<file path="src/rtl/uart_tx_serialiser.sv">
// UART transmit serialiser: start bit, LSB-first data, optional parity, 1-2 stop bits,
// with a one-entry holding buffer so the next byte can be queued mid-frame.
module uart_tx_serialiser #(
  parameter int CLKS_PER_BIT = 868,
  parameter int DATA_WIDTH   = 8,
  parameter int PARITY_EN    = 0,
  parameter int PARITY_ODD   = 0,
  parameter int STOP_BITS    = 1
) (
  input  logic                  clk_i,
  input  logic                  rst_ni,
  input  logic [DATA_WIDTH-1:0] tx_data_i,
  input  logic                  tx_start_i,
  output logic                  tx_o,
  output logic                  busy_o,
  output logic                  done_o,
  output logic                  overrun_o,
  output logic [2:0]            state_o
);

  typedef enum logic [2:0] {IDLE, START, DATA, PARITY, STOP} state_t;

  localparam int CNT_W = $clog2(CLKS_PER_BIT);
  localparam int BIT_W = $clog2(DATA_WIDTH + 1);
  localparam logic [CNT_W-1:0] CNT_LAST  = CNT_W'(CLKS_PER_BIT - 1);
  localparam logic [BIT_W-1:0] DATA_LAST = BIT_W'(DATA_WIDTH - 1);
  localparam logic [BIT_W-1:0] STOP_LAST = BIT_W'(STOP_BITS - 1);
  localparam logic             ODD       = (PARITY_ODD != 0);

  state_t                  state;
  logic [CNT_W-1:0]        baud_cnt;
  logic [BIT_W-1:0]        bit_cnt;
  logic [DATA_WIDTH-1:0]   shift;
  logic                    parity_bit;
  logic [DATA_WIDTH-1:0]   buf_data;
  logic                    buf_valid;

  logic                    bit_end;
  logic                    frame_end;
  logic [DATA_WIDTH-1:0]   load_data;

  // tx_start_i is a strobe with no ready: a start that finds the buffer full is
  // dropped and reported on overrun_o; otherwise it is always accepted.
  assign bit_end   = (baud_cnt == CNT_LAST);
  assign frame_end = (state == STOP) && bit_end && (bit_cnt == STOP_LAST);
  assign load_data = (state != IDLE && buf_valid) ? buf_data : tx_data_i;
  assign state_o   = state;

  always_ff @(posedge clk_i) begin
    if (!rst_ni) begin
      state      <= IDLE;
      baud_cnt   <= '0;
      bit_cnt    <= '0;
      shift      <= '0;
      parity_bit <= 1'b0;
      buf_data   <= '0;
      buf_valid  <= 1'b0;
      tx_o       <= 1'b1;
      busy_o     <= 1'b0;
      done_o     <= 1'b0;
      overrun_o  <= 1'b0;
    end else begin
      done_o    <= 1'b0;
      overrun_o <= 1'b0;
      if (state != IDLE) baud_cnt <= bit_end ? '0 : baud_cnt + CNT_W'(1);

      case (state)
        IDLE: if (tx_start_i) begin
          shift      <= tx_data_i;
          parity_bit <= (^tx_data_i) ^ ODD;
          bit_cnt    <= '0;
          state      <= START;
          tx_o       <= 1'b0;
          busy_o     <= 1'b1;
        end
        START: if (bit_end) begin
          state <= DATA;
          tx_o  <= shift[0];
        end
        DATA: if (bit_end) begin
          shift <= shift >> 1;
          if (bit_cnt == DATA_LAST) begin
            bit_cnt <= '0;
            if (PARITY_EN != 0) begin
              state <= PARITY;
              tx_o  <= parity_bit;
            end else begin
              state <= STOP;
              tx_o  <= 1'b1;
            end
          end else begin
            bit_cnt <= bit_cnt + BIT_W'(1);
            tx_o    <= shift[1];
          end
        end
        PARITY: if (bit_end) begin
          state <= STOP;
          tx_o  <= 1'b1;
        end
        STOP: if (bit_end) begin
          if (bit_cnt == STOP_LAST) begin
            done_o  <= 1'b1;
            bit_cnt <= '0;
            // A same-cycle strobe with an empty buffer goes straight on the line.
            if (buf_valid || tx_start_i) begin
              shift      <= load_data;
              parity_bit <= (^load_data) ^ ODD;
              state      <= START;
              tx_o       <= 1'b0;
            end else begin
              state  <= IDLE;
              busy_o <= 1'b0;
            end
          end else begin
            bit_cnt <= bit_cnt + BIT_W'(1);
          end
        end
        default: state <= IDLE;
      endcase

      if (frame_end) begin
        buf_valid <= buf_valid && tx_start_i;
        if (tx_start_i) buf_data <= tx_data_i;
      end else if (state != IDLE && tx_start_i) begin
        if (!buf_valid) begin
          buf_data  <= tx_data_i;
          buf_valid <= 1'b1;
        end else begin
          overrun_o <= 1'b1;
        end
      end
    end
  end

endmodule

</file>
<file path="config.mk">
export PLATFORM = sky130hd
export DESIGN_NAME = uart_tx_serialiser
export DESIGN_NICKNAME = d
export VERILOG_FILES = /design/src/rtl/uart_tx_serialiser.sv
export SDC_FILE = /design/constraint.sdc
export NUM_CORES = 1
export LEC_CHECK = 0
export ABC_AREA = 0
export CAP_MARGIN = 20
export CORE_ASPECT_RATIO = 1.1
export CORE_UTILIZATION = 55
export CTS_CLUSTER_DIAMETER = 120
export DETAILED_ROUTE_END_ITERATION = 10
export PLACE_DENSITY = 0.72
export SETUP_SLACK_MARGIN = 0.5
export SLEW_MARGIN = 15
export SYNTH_ARGS = -nofsm -noshare
export SYNTH_HDL_FRONTEND = slang
export SYNTH_SLANG_ARGS = --single-unit
</file>
<file path="constraint.sdc">
create_clock -name clk_i -period 3.8 [get_ports clk_i]
set_clock_uncertainty 0.2 [all_clocks]
set_input_delay 1.14 -clock clk_i [delete_from_list [all_inputs] [get_ports clk_i]]
set_output_delay 1.14 -clock clk_i [all_outputs]
set_load 0.01 [all_outputs]
</file>
# Yosys cells after proc, flatten, opt, wreduce, memory -nomap -nowiden
# Cells that the tools add are included.
word_totals:
  regBits: 38
  latchBits: 0
  ram_bits: 0
  romBits: 0
  input_bits: 11
  output_inout_bits: 7
  word_cells: 96
  n_memories: 0
classes:
  addsub: 2
  multipliers: 0
  div: 0
  magnitude_cmp: 0
  n_eq_ne: 17
  n_shift: 0
  muxes: 44
  bitwise: 2
  n_reduce_logical: 21
ops:
  columns: ["cell", "count"]
  rows:
  - ["2-to-1 mux 8 bit", 9]
  - ["one-hot mux 8 bit (3 select lines)", 1]
  - ["2-to-1 mux 3 bit", 7]
  - ["2-to-1 mux 4 bit", 5]
  - ["2-to-1 mux 1 bit", 17]
  - ["inequality test 2 bit, second input constant", 8]
  - ["one-hot mux 3 bit (5 select lines)", 1]
  - ["one-hot mux 4 bit (3 select lines)", 1]
  - ["adder 10 x 1 -> 10 bit, second input constant", 1]
  - ["equality test 10 bit, second input constant", 1]
  - ["2-to-1 mux 10 bit", 1]
  - ["AND reduction 8 bit", 1]
  - ["AND reduction 7 bit", 1]
  - ["equality test 3 x 2 -> 1 bit, second input constant", 2]
  - ["inequality test 2 x 1 -> 1 bit, second input constant", 3]
  - ["AND reduction 3 bit", 2]
  - ["AND reduction 6 bit", 1]
  - ["nonzero test 3 bit", 2]
  - ["logical AND 1 bit", 5]
  - ["one-hot mux 1 bit (5 select lines)", 1]
  - ["AND reduction 5 bit", 1]
  - ["nonzero test 5 bit", 1]
  - ["adder 4 x 1 -> 4 bit, second input constant", 1]
  - ["equality test 4 x 3 -> 1 bit, second input constant", 1]
  - ["other kinds (10)", 12]

# Logic depth before layout (Yosys ltp)
# Gate-level depths: netlist of the first run.
depth:
  depth_word: 7
  ltp_mapped: 7
  mapped_depth_nobuf: 6

# Least setup slack after synthesis of the first run
# No wires, ideal clock.
synth_path:
  path_kind: "input to register"
  startpoint: "input tx_start_i"
  endpoint: "register buf_data[0]"
  setup_time_ns: 0.072
  arrival_ns: 2.195
  required_ns: 3.528
  setup_slack_ns: 1.333
  cell_stages: 4
  path_buffers: 1
  path_cell_list: "clkbuf_1 inv_1 o32ai_4 mux2i_1"
synth_between:
  elab_chain_len: 3
  elab_cells_between_ends: 4
  classes_between: "eq/ne: 1; reduce/logical: 3"
synth_lines:
  columns: ["element", "line", "rtl"]
  rows:
  - ["start: declaration", "13", "input logic tx_start_i,"]
  - ["logical AND 1 bit", "124", "end else if (state != IDLE && tx_start_i) begin"]
  - ["nonzero test 2 bit (no source line)", null, null]
  - ["AND reduction 3 bit (no source line) (*)", null, null]
  - ["end signal: assignment", "123", "if (tx_start_i) buf_data <= tx_data_i;"]
  - ["end signal: assignment", "126", "buf_data <= tx_data_i;"]
  - ["end: declaration", "35", "logic [DATA_WIDTH-1:0] buf_data;"]
# Every way passes the cells marked *; elsewhere a longest branch is shown, timed or not.
# A chain may end at the register's enable or synchronous reset.

# Worst setup path after layout of the first run
layout_path:
  startpoint: "input tx_start_i"
  endpoint: "register shift[7]"
layout_between:
  elab_chain_len: 3
  elab_cells_between_ends: 4
  classes_between: "eq/ne: 2; reduce/logical: 2"
layout_lines:
  columns: ["element", "line", "rtl"]
  rows:
  - ["logical OR 1 bit", "105", "if (buf_valid || tx_start_i) begin"]
  - ["inequality test 2 x 1 -> 1 bit (no source line)", null, null]
  - ["AND reduction 6 bit (no source line) (*)", null, null]
  - ["end signal: assignment", "69", "shift <= tx_data_i;"]
  - ["end signal: assignment", "81", "shift <= shift >> 1;"]
  - ["end signal: assignment", "106", "shift <= load_data;"]
  - ["end: declaration", "33", "logic [DATA_WIDTH-1:0] shift;"]
# Marked as above.

==> flow_metrics.py, run 1 <==
metrics = {
    "outcome": {
        "status": "finished clean",
    },
    "setup_path": {
        "cp_cell_sequence": "clkdlybuf4s50_1 -> or2_2 -> a21oi_1 -> a21o_1 -> mux2i_1",
        "cp.arrival_ps": 2800,
        "worstSetupPathDepth": 5,
        "critical_path.top_delay_family": "buffers and inverters",
        "crit_buf_inv": 1,
        "critPathRequiredTime_ps": 3820,
        "start_kind": "input pin",
        "rr_worst_depth": 5,
        "cp_max_fo": 9,
        "slowest_stage": "clkdlybuf4s50_1",
        "crit_path_max_incr_delay_ps": 560,
        "worst-setup-path-type": "input pin to register",
        "end_kind": "register",
    },
    "route": {
        "detail_route.iter0.violations": 159,
        "wl_per_cell_um": 14.81,
        "totalWireLength_mm": 4.679,
        "dr_total_vias": 1889,
        "drc": 0,
        "via_per_inst": 5.978,
        "firstDrtPassIters": 4,
        "ant_nets": 0,
    },
    "floorplanning": {
        "fp.dieArea_um2": 4397,
        "die_y_um": 69.45,
        "core_um2": 3964,
        "die_w_um": 63.32,
        "initial_core_util_pct": 57.39,
        "ios": 18,
        "rows": 24,
    },
    "global_routing": {
        "antenna_found_initial": 0,
        "grt_max_degree": 43,
        "grt_usage_pct": 23.33,
        "grt_pass1_vias": 1745,
        "grt_pass1_wl_mm": 8.093,
        "overflow": 0,
    },
    "placement": {
        "placed_cell_area_um2": 2444,
        "dp_cells": 308,
        "gp_congestion": 0.8190,
        "dp_hpwl_mm": 3.091,
        "io_buffers": 17,
    },
    "sta": {
        "slew_headroom_pct": 58.31,
        "worst_slew_pin_slew_ps": 625.3,
        "tns_ps": 0,
        "min_period_over_period_pct": 73.14,
        "setup_viol": 0,
        "drv_slew": 0,
        "hold_viol": 0,
        "fmax_ghz": 0.3598,
        "rsz0062_at_grt": "no",
        "fin_crit_ps": 2779,
    },
    "clock_tree": {
        "clk_latency_ps": 300,
        "clock-sinks": 38,
        "cts.hold.buffers_added": 0,
        "numCtsBuffers": 5,
        "cts_root_buf": "clkbuf_8",
        "cts.reportedPaths.clkPinSlew_ps": 80,
        "cts_tree": "built",
        "post_cts_buffers": 0,
        "cts_buffer_depth": 2,
        "htreeDepth": 2,
        "cts_resized": 0,
    },
    "logic_synthesis": {
        "yosysSeqAreaShare_pct": 33.44,
        "yosysWarnings": 0,
        "syn-num-nets": 267,
        "synth_ff_type": "dfxtp_1",
        "netlist_area_um2": 2275,
        "synthCells": 253,
        "syn_area_per_cell_um2": 8.991,
        "synth_most_common_cell": "nand2_1",
        "yosysTopAreaCell": "dfxtp_1",
        "synth_top_area_share_pct": 33.44,
        "synthTopCellsByArea": "dfxtp_1 (33%), mux2i_1 (8.4%), nand2_1 (7.1%)",
        "synth_edf_count": 0,
        "async_flop_share_pct": 0,
        "synth_seq_cells": 38,
        "synth_commonest_cells": "nand2_1 (43), dfxtp_1 (38), mux2i_1 (19)",
        "ys_types": 62,
    },
    "power": {
        "power.density_nw_per_um2": 549.7,
        "total_power_mw": 1.422,
        "max-vdd-ir-drop_mv": 0.4342,
        "power.leakage_nw": 0.9002,
    },
    "worst_hold_path": {
        "hold_path.class": "register to register",
        "worstHoldPathCells": 2,
    },
    "final_layout": {
        "n_antenna_cell": 0,
        "drive_gt1_share_pct": 11.36,
        "finish.instance_area_um2": 2586,
        "final_nets": 277,
        "num-fill-cells": 364,
        "layoutNonFillerInstCount": 316,
        "area_delta_synth_final_pct": 13.70,
    },
    "run": {
        "cap_violations": 0,
    },
}
==> worst min-delay path, stage by stage, from the launching register on <==
cell,delay [ps]
dfxtp_1,320
nand2_1,50
mux2i_1,50
==> state kept, by name, summed over array words and instances, names as in the netlist <==
register,count
bit_cnt,4
tx_o,1
overrun_o,1
buf_data,8
state_o,3
shift,8
buf_valid,1
done_o,1
busy_o,1
baud_cnt,10
==> per-layer routing <==
layer  track usage [%]  up-vias  routed length, um
li1                  -      945                  -
met1             31.28      904               2218
met2             35.60       36               2242
met3             6.579        4                179
met4             8.333        0                 39
met5                 0        -                  0
==> kinds of logic after synthesis <==
logic type               synth area share, %
adder cells (fa/ha/maj)                1.650
buffers and inverters                  4.896
AO/OA/AOI/OAI                          19.86
multiplexers                           8.361
XOR/XNOR                               3.851
flip-flops                             33.44
AND/OR/NAND/NOR                        27.94
==> report_power, final <==
part	switching (mW)	leakage, nW	internal, mW	total, mW
registers	0.0569	0.309	0.459	0.516
clock network	0.148	0.0714	0.280	0.428
logic	0.258	0.519	0.219	0.478
total	0.463	0.900	0.958	1.42
==> worst paths after layout <==
path	slack, ps	end	from
worst max-delay path	1020	shift[7]	tx_start_i
worst max register to register	1650	shift[7]	baud_cnt[0]
worst min register to register	260	buf_data[6]	buf_data[6]
worst min-delay path	260	buf_data[6]	buf_data[6]
==> stage by stage <==
step	utilization, %	hold WS, ps	setup WS, ps
2_1_floorplan	-	229.6	1333
3_3_place_gp	61.65	241.4	747.1
3_5_place_dp	61.65	248.9	734.0
4_1_cts	65.25	260.7	1032
5_1_grt	65.25	271.6	893.4
6_report	65.25	256.3	1021
==> cells in the final DEF, fill, tap and decap left out, types with 3 or more instances in the layout <==
cell             count
mux2i_1             19
nand2_1             43
buf_4                4
xor2_1               9
a21boi_0             6
nand4_1              6
o211ai_1             4
o21ai_0             11
a32o_1               7
nor3_1               4
a21oi_1              6
inv_1                4
o22ai_1              3
nand4bb_1            5
nand3_1              5
ha_1                 3
nor2_1              11
clkbuf_8             6
dfxtp_1             38
clkdlybuf4s50_1     17
==> cell type report <==
cell class	count	area, um2	share of cell area, %
Clock buffer	6	82.58	3.193
Clock inverter	2	60.06	2.322
Inverter	4	15.01	0.5806
Multi-Input combinational cell	193	1403	54.23
Sequential cell	38	760.7	29.41
Tap cell	52	65.06	2.516
Timing Repair Buffer	21	200.2	7.741
Note: power is estimated with default switching activity, not from simulation.
==> run 2: changes to the inputs <==
--- a/config.mk
+++ b/config.mk
@@ -8,10 +8,10 @@
 export ABC_AREA = 0
 export CAP_MARGIN = 20
 export CORE_ASPECT_RATIO = 1.1
-export CORE_UTILIZATION = 55
+export CORE_UTILIZATION = 52
 export CTS_CLUSTER_DIAMETER = 120
 export DETAILED_ROUTE_END_ITERATION = 10
-export PLACE_DENSITY = 0.72
+export PLACE_DENSITY = 0.71
 export SETUP_SLACK_MARGIN = 0.5
 export SLEW_MARGIN = 15
 export SYNTH_ARGS = -nofsm -noshare
==> constraint.sdc (replaced) <==
create_clock -name clk_i -period 2.5 [get_ports clk_i]
set_clock_uncertainty 0.2 [all_clocks]
set_input_delay 0.75 -clock clk_i [delete_from_list [all_inputs] [get_ports clk_i]]
set_output_delay 0.75 -clock clk_i [all_outputs]
set_load 0.01 [all_outputs]
==> run 2 against run 1 <==
Sequential power is 51% higher. Critical endpoint is now state_o[0]. Total power increased by 47%. Non-clock buffer count increased by 12.
==> flow_metrics.py, run 2 (synthesized netlist as in run 1, its figures left out) <==
metrics = {
    "route": {
        "wl_per_cell_um": 15.31,
        "totalWireLength_mm": 5.022,
        "drc": 0,
        "detail_route.iter0.violations": 108,
        "firstDrtPassIters": 4,
        "via_per_inst": 5.759,
        "dr_total_vias": 1889,
        "ant_nets": 0,
    },
    "final_layout": {
        "area_delta_synth_final_pct": 19.09,
        "largest_register_ffs": 10,
        "reg_top3": "baud_cnt: 10 flops, buf_data: 8 flops, shift: 8 flops",
        "layout.cells.most_common": "nand2_1",
        "num-fill-cells": 350,
        "largest_register": "baud_cnt",
        "final_nets": 289,
        "n_antenna_cell": 0,
        "finish.instance_area_um2": 2709,
        "final_cell_mix": "nand2_1 (43), dfxtp_1 (33), mux2i_1 (19)",
        "drive_gt1_share_pct": 19.20,
    },
    "clock_tree": {
        "clk_latency_ps": 290,
        "cts_tree": "built",
        "cts.hold.buffers_added": 0,
        "cts.reportedPaths.clkPinSlew_ps": 80,
        "numCtsBuffers": 5,
        "cts_root_buf": "clkbuf_8",
        "htreeDepth": 2,
        "clock-sinks": 38,
        "cts_buffer_depth": 2,
    },
    "setup_path": {
        "start_kind": "register",
        "worst-setup-path-type": "register to register",
        "critPathRequiredTime_ps": 2510,
        "cp.arrival_ps": 1970,
        "cp_max_fo": 25,
        "slowest_stage": "or3_4",
        "end_kind": "register",
        "cp_cell_sequence": "buf_4 -> or3_4 -> a311oi_4 -> mux2i_1",
        "crit_path_max_incr_delay_ps": 460,
    },
    "sta": {
        "drv_slew": 0,
        "worst_slew_pin_slew_ps": 496.8,
        "hold_viol": 0,
        "timing.final.ws_setup_ps": 532.0,
        "slew_headroom_pct": 66.73,
        "setup_viol": 0,
        "tns_ps": 0,
        "rsz0062_at_grt": "yes",
        "min_period_over_period_pct": 78.72,
        "fin_crit_ps": 1968,
        "fmax_ghz": 0.5081,
        "hold_ws_ps": 255.3,
    },
    "floorplanning": {
        "core_um2": 4084,
        "rows": 24,
        "die_w_um": 65.06,
        "die_y_um": 71.37,
        "ios": 18,
        "initial_core_util_pct": 55.70,
        "fp.dieArea_um2": 4643,
    },
    "power": {
        "pwr-share-comb_pct": 41.1,
        "seqPwrFrac_pct": 37.3,
        "internal_power_mw": 1.343,
        "p_switching_mw": 0.7502,
        "max-vdd-ir-drop_mv": 0.4342,
        "p_sw_share_pct": 35.83,
        "pwr-share-clk_pct": 21.6,
        "power.leakage_nw": 0.9967,
        "power.density_nw_per_um2": 772.8,
    },
    "placement": {
        "dp_hpwl_mm": 3.252,
        "placed_cell_area_um2": 2534,
        "pre_cts_slack_ps": 35.61,
        "io_buffers": 17,
        "gp_congestion": 0.7778,
    },
    "outcome": {
        "status": "finished clean",
    },
    "global_routing": {
        "antenna_found_initial": 0,
        "overflow": 0,
        "grt_pass1_vias": 1719,
        "grt_usage_pct": 22.82,
        "grt_max_degree": 43,
        "grt_pass1_wl_mm": 8.266,
    },
    "worst_hold_path": {
        "hold_path.class": "register to register",
    },
    "run": {
        "cap_violations": 0,
    },
}
[run 2: cell count changes in the layout (fill, tap and decap cells not counted), moves of 2 or more]
| cell | previous run | this run |
|---|---|---|
| clkdlybuf4s50_1 | 17 | 8 |
| buf_4 | 4 | 12 |
| dlygate4sd2_1 | 0 | 6 |
| dfxtp_1 | 38 | 33 |
| dfxtp_2 | 0 | 5 |
| buf_12 | 0 | 3 |
| bufinv_16 | 2 | 0 |
| dlymetal6s2s_1 | 0 | 2 |
| ha_1 | 3 | 1 |
[run 2: final timing paths]
check	from	end	slack [ps]	depth (start not counted)
worst min register to register	buf_data[3]	buf_data[3]	260	2
worst max-delay path	state_o[0]	state_o[0]	530	4
worst max register to register	state_o[0]	state_o[0]	530	4
worst min-delay path	buf_data[3]	buf_data[3]	260	2
[run 2: area by class of cell]
cell class	instances	area (um2)	area share, %
clock inverters	2	12.51	0.4619
clock buffers	6	82.58	3.048
repair buffers	33	332.8	12.29
well taps	52	65.06	2.402
inverters	4	15.01	0.5543
flip-flops and latches	38	767.0	28.31
multi-input cells	193	1434	52.93
[run 2: repair_timing]
| action | 4_1_cts | 5_1_grt |
|---|---|---|
| buffers inserted | 1 | 4 |
| gates resized for setup | 13 | 12 |
| hold endpoints to repair | 0 | 0 |
| endpoints found under the setup margin | 28 | 30 |
| pin swaps | 1 | 4 |
[run 2: power by group through the flow]
stage	Clock [mW]	Sequential (mW)	Combinational, mW
final	0.452	0.781	0.861
after global routing	0.485	0.793	0.934
after CTS	0.464	0.775	0.825
after detailed placement	0	0.786	0.819
after global placement	0	0.787	0.807
after floorplan	0	0.775	0.599
[run 2: layer usage]
layer	track usage, %	part of all wire [%]
met1	29.79	49
met2	38.19	48
met3	4.459	1.9
met4	6.280	0.50
met5	0	0
[run 2: stage by stage]
stage | std cells | power, mW | utilization, %
3_5_place_dp | 315 | 1.605 | 62.04
6_report | 328 | 2.093 | 66.33
2_1_floorplan | 253 | 1.374 | -
3_3_place_gp | 315 | 1.594 | 62.04
4_1_cts | 324 | 2.064 | 64.80
5_1_grt | 328 | 2.212 | 66.33
[run 2: critical path, delay by kind of cell, from the launching register on]
| kind | cells | cell delay, ps |
|---|---|---|
| and+or+nand+nor | 1 | 460 |
| AOI/OAI and AO/OA | 1 | 390 |
| DFF | 1 | 350 |
| muxes | 1 | 260 |
| buffers and inverters | 1 | 220 |
==> run 3: changes to the inputs <==
--- a/config.mk
+++ b/config.mk
@@ -8,10 +8,10 @@
 export ABC_AREA = 0
 export CAP_MARGIN = 20
 export CORE_ASPECT_RATIO = 1.1
-export CORE_UTILIZATION = 52
+export CORE_UTILIZATION = 55
 export CTS_CLUSTER_DIAMETER = 120
 export DETAILED_ROUTE_END_ITERATION = 10
-export PLACE_DENSITY = 0.71
+export PLACE_DENSITY = 0.72
 export SETUP_SLACK_MARGIN = 0.5
 export SLEW_MARGIN = 15
 export SYNTH_ARGS = -nofsm -noshare
==> constraint.sdc (replaced) <==
create_clock -name clk_i -period 1.84 [get_ports clk_i]
set_clock_uncertainty 0.2 [all_clocks]
set_input_delay 0.552 -clock clk_i [delete_from_list [all_inputs] [get_ports clk_i]]
set_output_delay 0.552 -clock clk_i [all_outputs]
set_load 0.01 [all_outputs]
==> run 3 against run 2 <==
Sequential cell count is the same. Total power grew 63%. Final cell count grew 13%. Sequential power grew 41%. Worst setup slack lost 540 ps. Largest cell class unchanged. Critical path type unchanged. Largest power group unchanged. Hold slack gained 2.9 ps. Sequential share of layout area shrank 4.5 points. The flow now finishes with violations (setup timing). First-iteration DRC count grew 37%.
==> flow_metrics.py, run 3 (synthesized netlist as in run 1, its figures left out) <==
metrics = {
    "setup_path": {
        "cp_cell_sequence": "inv_2 -> ha_4 -> nor3b_4 -> buf_6 -> nand3_4 -> o32ai_4 -> buf_12 -> mux2i_1",
        "cp-endpoint": "buf_data[7]",
        "worstSetupPathDepth": 8,
        "slowest_stage": "dfxtp_2",
        "worst-setup-path-type": "register to register",
        "critPathRequiredTime_ps": 1860,
        "crit_buf_inv": 3,
        "end_kind": "register",
        "cp.arrival_ps": 1870,
        "critical_path.top_delay_family": "buffers and inverters",
        "timing.rr.end": "buf_data[7]",
        "startpoint": "bit_cnt[0]",
        "crit_path_max_incr_delay_ps": 340,
        "cp_max_fo": 8,
        "start_kind": "register",
        "rr_worst_depth": 8,
        "r2r-start": "bit_cnt[0]",
        "rrSetupSlack_ps": -5,
    },
    "sta": {
        "timing.final.ws_setup_ps": -5.266,
        "setup_viol": 1,
        "worst_slew_pin_slew_ps": 369.2,
        "hold_ws_ps": 258.2,
        "rsz0062_at_grt": "yes",
        "slew_headroom_pct": 75.39,
        "drv_slew": 0,
        "fin_crit_ps": 1845,
        "fmax_ghz": 0.5419,
        "hold_viol": 0,
        "min_period_over_period_pct": 100.3,
    },
    "final_layout": {
        "final_nets": 330,
        "reg_top3": "baud_cnt: 10 flops, buf_data: 8 flops, shift: 8 flops",
        "drive_gt1_share_pct": 39.12,
        "area_delta_synth_final_pct": 44.99,
        "largest_register_ffs": 10,
        "finish.instance_area_um2": 3298,
        "multi_input_area_um2": 1605,
        "layout.cells.most_common": "nand2_1",
        "num-fill-cells": 224,
        "n_antenna_cell": 0,
        "layoutNonFillerInstCount": 369,
        "regArea_um2": 787.0,
        "largest_register": "baud_cnt",
        "final_cell_mix": "nand2_1 (40), buf_4 (35), dfxtp_1 (27)",
    },
    "clock_tree": {
        "cts.reportedPaths.clkPinSlew_ps": 70,
        "htreeDepth": 2,
        "clk_latency_ps": 290,
        "cts_root_buf": "clkbuf_8",
        "clock-sinks": 38,
        "numCtsBuffers": 5,
        "cts_tree": "built",
        "cts_buffer_depth": 2,
    },
    "floorplanning": {
        "die_w_um": 63.32,
        "die_y_um": 69.45,
        "rows": 24,
        "initial_core_util_pct": 57.39,
        "fp.dieArea_um2": 4397,
        "ios": 18,
        "core_um2": 3964,
    },
    "global_routing": {
        "overflow": 0,
        "met3_usage_pct": 4.934,
        "grt_usage_pct": 27.47,
        "antenna_found_initial": 0,
        "gr-max-usage-layer": "met2",
        "grt_max_degree": 38,
        "grt_pass1_wl_mm": 9.349,
        "gr-usage-met1_pct": 34.26,
        "met2_usage_pct": 47.19,
        "grt_pass1_vias": 1967,
    },
    "worst_hold_path": {
        "hold_path.class": "register to register",
    },
    "route": {
        "dr_total_vias": 2196,
        "detail_route.iter0.violations": 148,
        "ant_nets": 0,
        "totalWireLength_mm": 6.086,
        "wl_per_cell_um": 16.49,
        "firstDrtPassIters": 4,
        "via_per_inst": 5.951,
        "drc": 0,
    },
    "power": {
        "max-vdd-ir-drop_mv": 0.7319,
        "power.leakage_nw": 1.223,
        "seqPwrFrac_pct": 32.2,
        "power.density_nw_per_um2": 1033,
        "total_power_mw": 3.407,
        "p_switching_mw": 1.207,
        "pwr-share-clk_pct": 16.0,
        "internal_power_mw": 2.199,
        "pwr-share-comb_pct": 51.8,
        "p_sw_share_pct": 35.44,
    },
    "placement": {
        "dp_hpwl_mm": 3.544,
        "placed_cell_area_um2": 2806,
        "gp_congestion": 0.8179,
        "pre_cts_slack_ps": -411.9,
        "dp_cells": 336,
        "io_buffers": 17,
    },
    "outcome": {
        "status": "complete, but fails checks",
        "violations": "setup timing",
    },
    "run": {
        "cap_violations": 0,
    },
}
## run 3: changes by cell type in the layout (fill, tap and decap cells not counted), sizes merged, moves of 2 or more
cell / before / now
dlymetal6s2s: 2 / 0
dlygate4sd2: 6 / 1
clkinv: 1 / 3
buf: 16 / 63
## run 3: worst register-to-register path: cells and delay by family (launching register included)
kind / cells / cell delay [ps]
AND/OR/NAND/NOR: 2 / 350
buffers and inverters: 3 / 430
AO/OA/AOI/OAI: 1 / 140
flip-flops: 1 / 340
multiplexers: 1 / 190
adder cells (fa/ha/maj): 1 / 130
## run 3: layer usage
metal  up-vias  routed length (um)
met5         -                   0
met2        55                3074
met4         0                 148
met3        13                 257
met1      1072                2606
li1       1056                   -
## run 3: timing repair
item                                    4_1_cts  5_1_grt
gates cloned                                  2        0
pin swaps                                    26       16
hold buffers                                  0        0
resized for setup                            63       25
endpoints found under the setup margin       45       45
hold endpoints to repair                      0        0
buffers inserted                             16        7
## run 3: per-stage QoR
step / util [%] / TNS [ps]
after global placement: 70.80 / -7698
final: 83.21 / -5.266
after floorplan: - / 0
after global routing: 83.21 / -681.7
after CTS: 79.55 / 0
after detailed placement: 70.80 / -8301
## run 3: cell type report
cell class | count | area share (%)
clock inverters | 3 | 0.3414
repair buffers | 73 | 22.61
clock buffers | 5 | 2.086
flip-flops and latches | 38 | 23.86
well taps | 52 | 1.973
multi-input cells | 194 | 48.67
inverters | 4 | 0.4552
## run 3: how the worst min path moves through the flow
stage                startpoint          end  slack (ps)  cells after the start
floorplan           buf_data[7]  buf_data[7]         230                      2
global placement    buf_data[3]  buf_data[3]         240                      2
detailed placement  buf_data[2]  buf_data[2]         250                      2
CTS                 buf_data[2]  buf_data[2]         260                      2
global route        buf_data[0]  buf_data[0]         270                      2
finish              buf_data[2]  buf_data[2]         260                      2
## run 3: power by group through the flow
stage / combinational (mW) / clock (mW) / sequential [mW]
2_1_floorplan: 0.891 / 0 / 1.08
3_3_place_gp: 1.24 / 0 / 1.14
3_5_place_dp: 1.26 / 0 / 1.14
4_1_cts: 1.54 / 0.555 / 1.08
5_1_grt: 1.87 / 0.590 / 1.11
6_report: 1.76 / 0.546 / 1.10
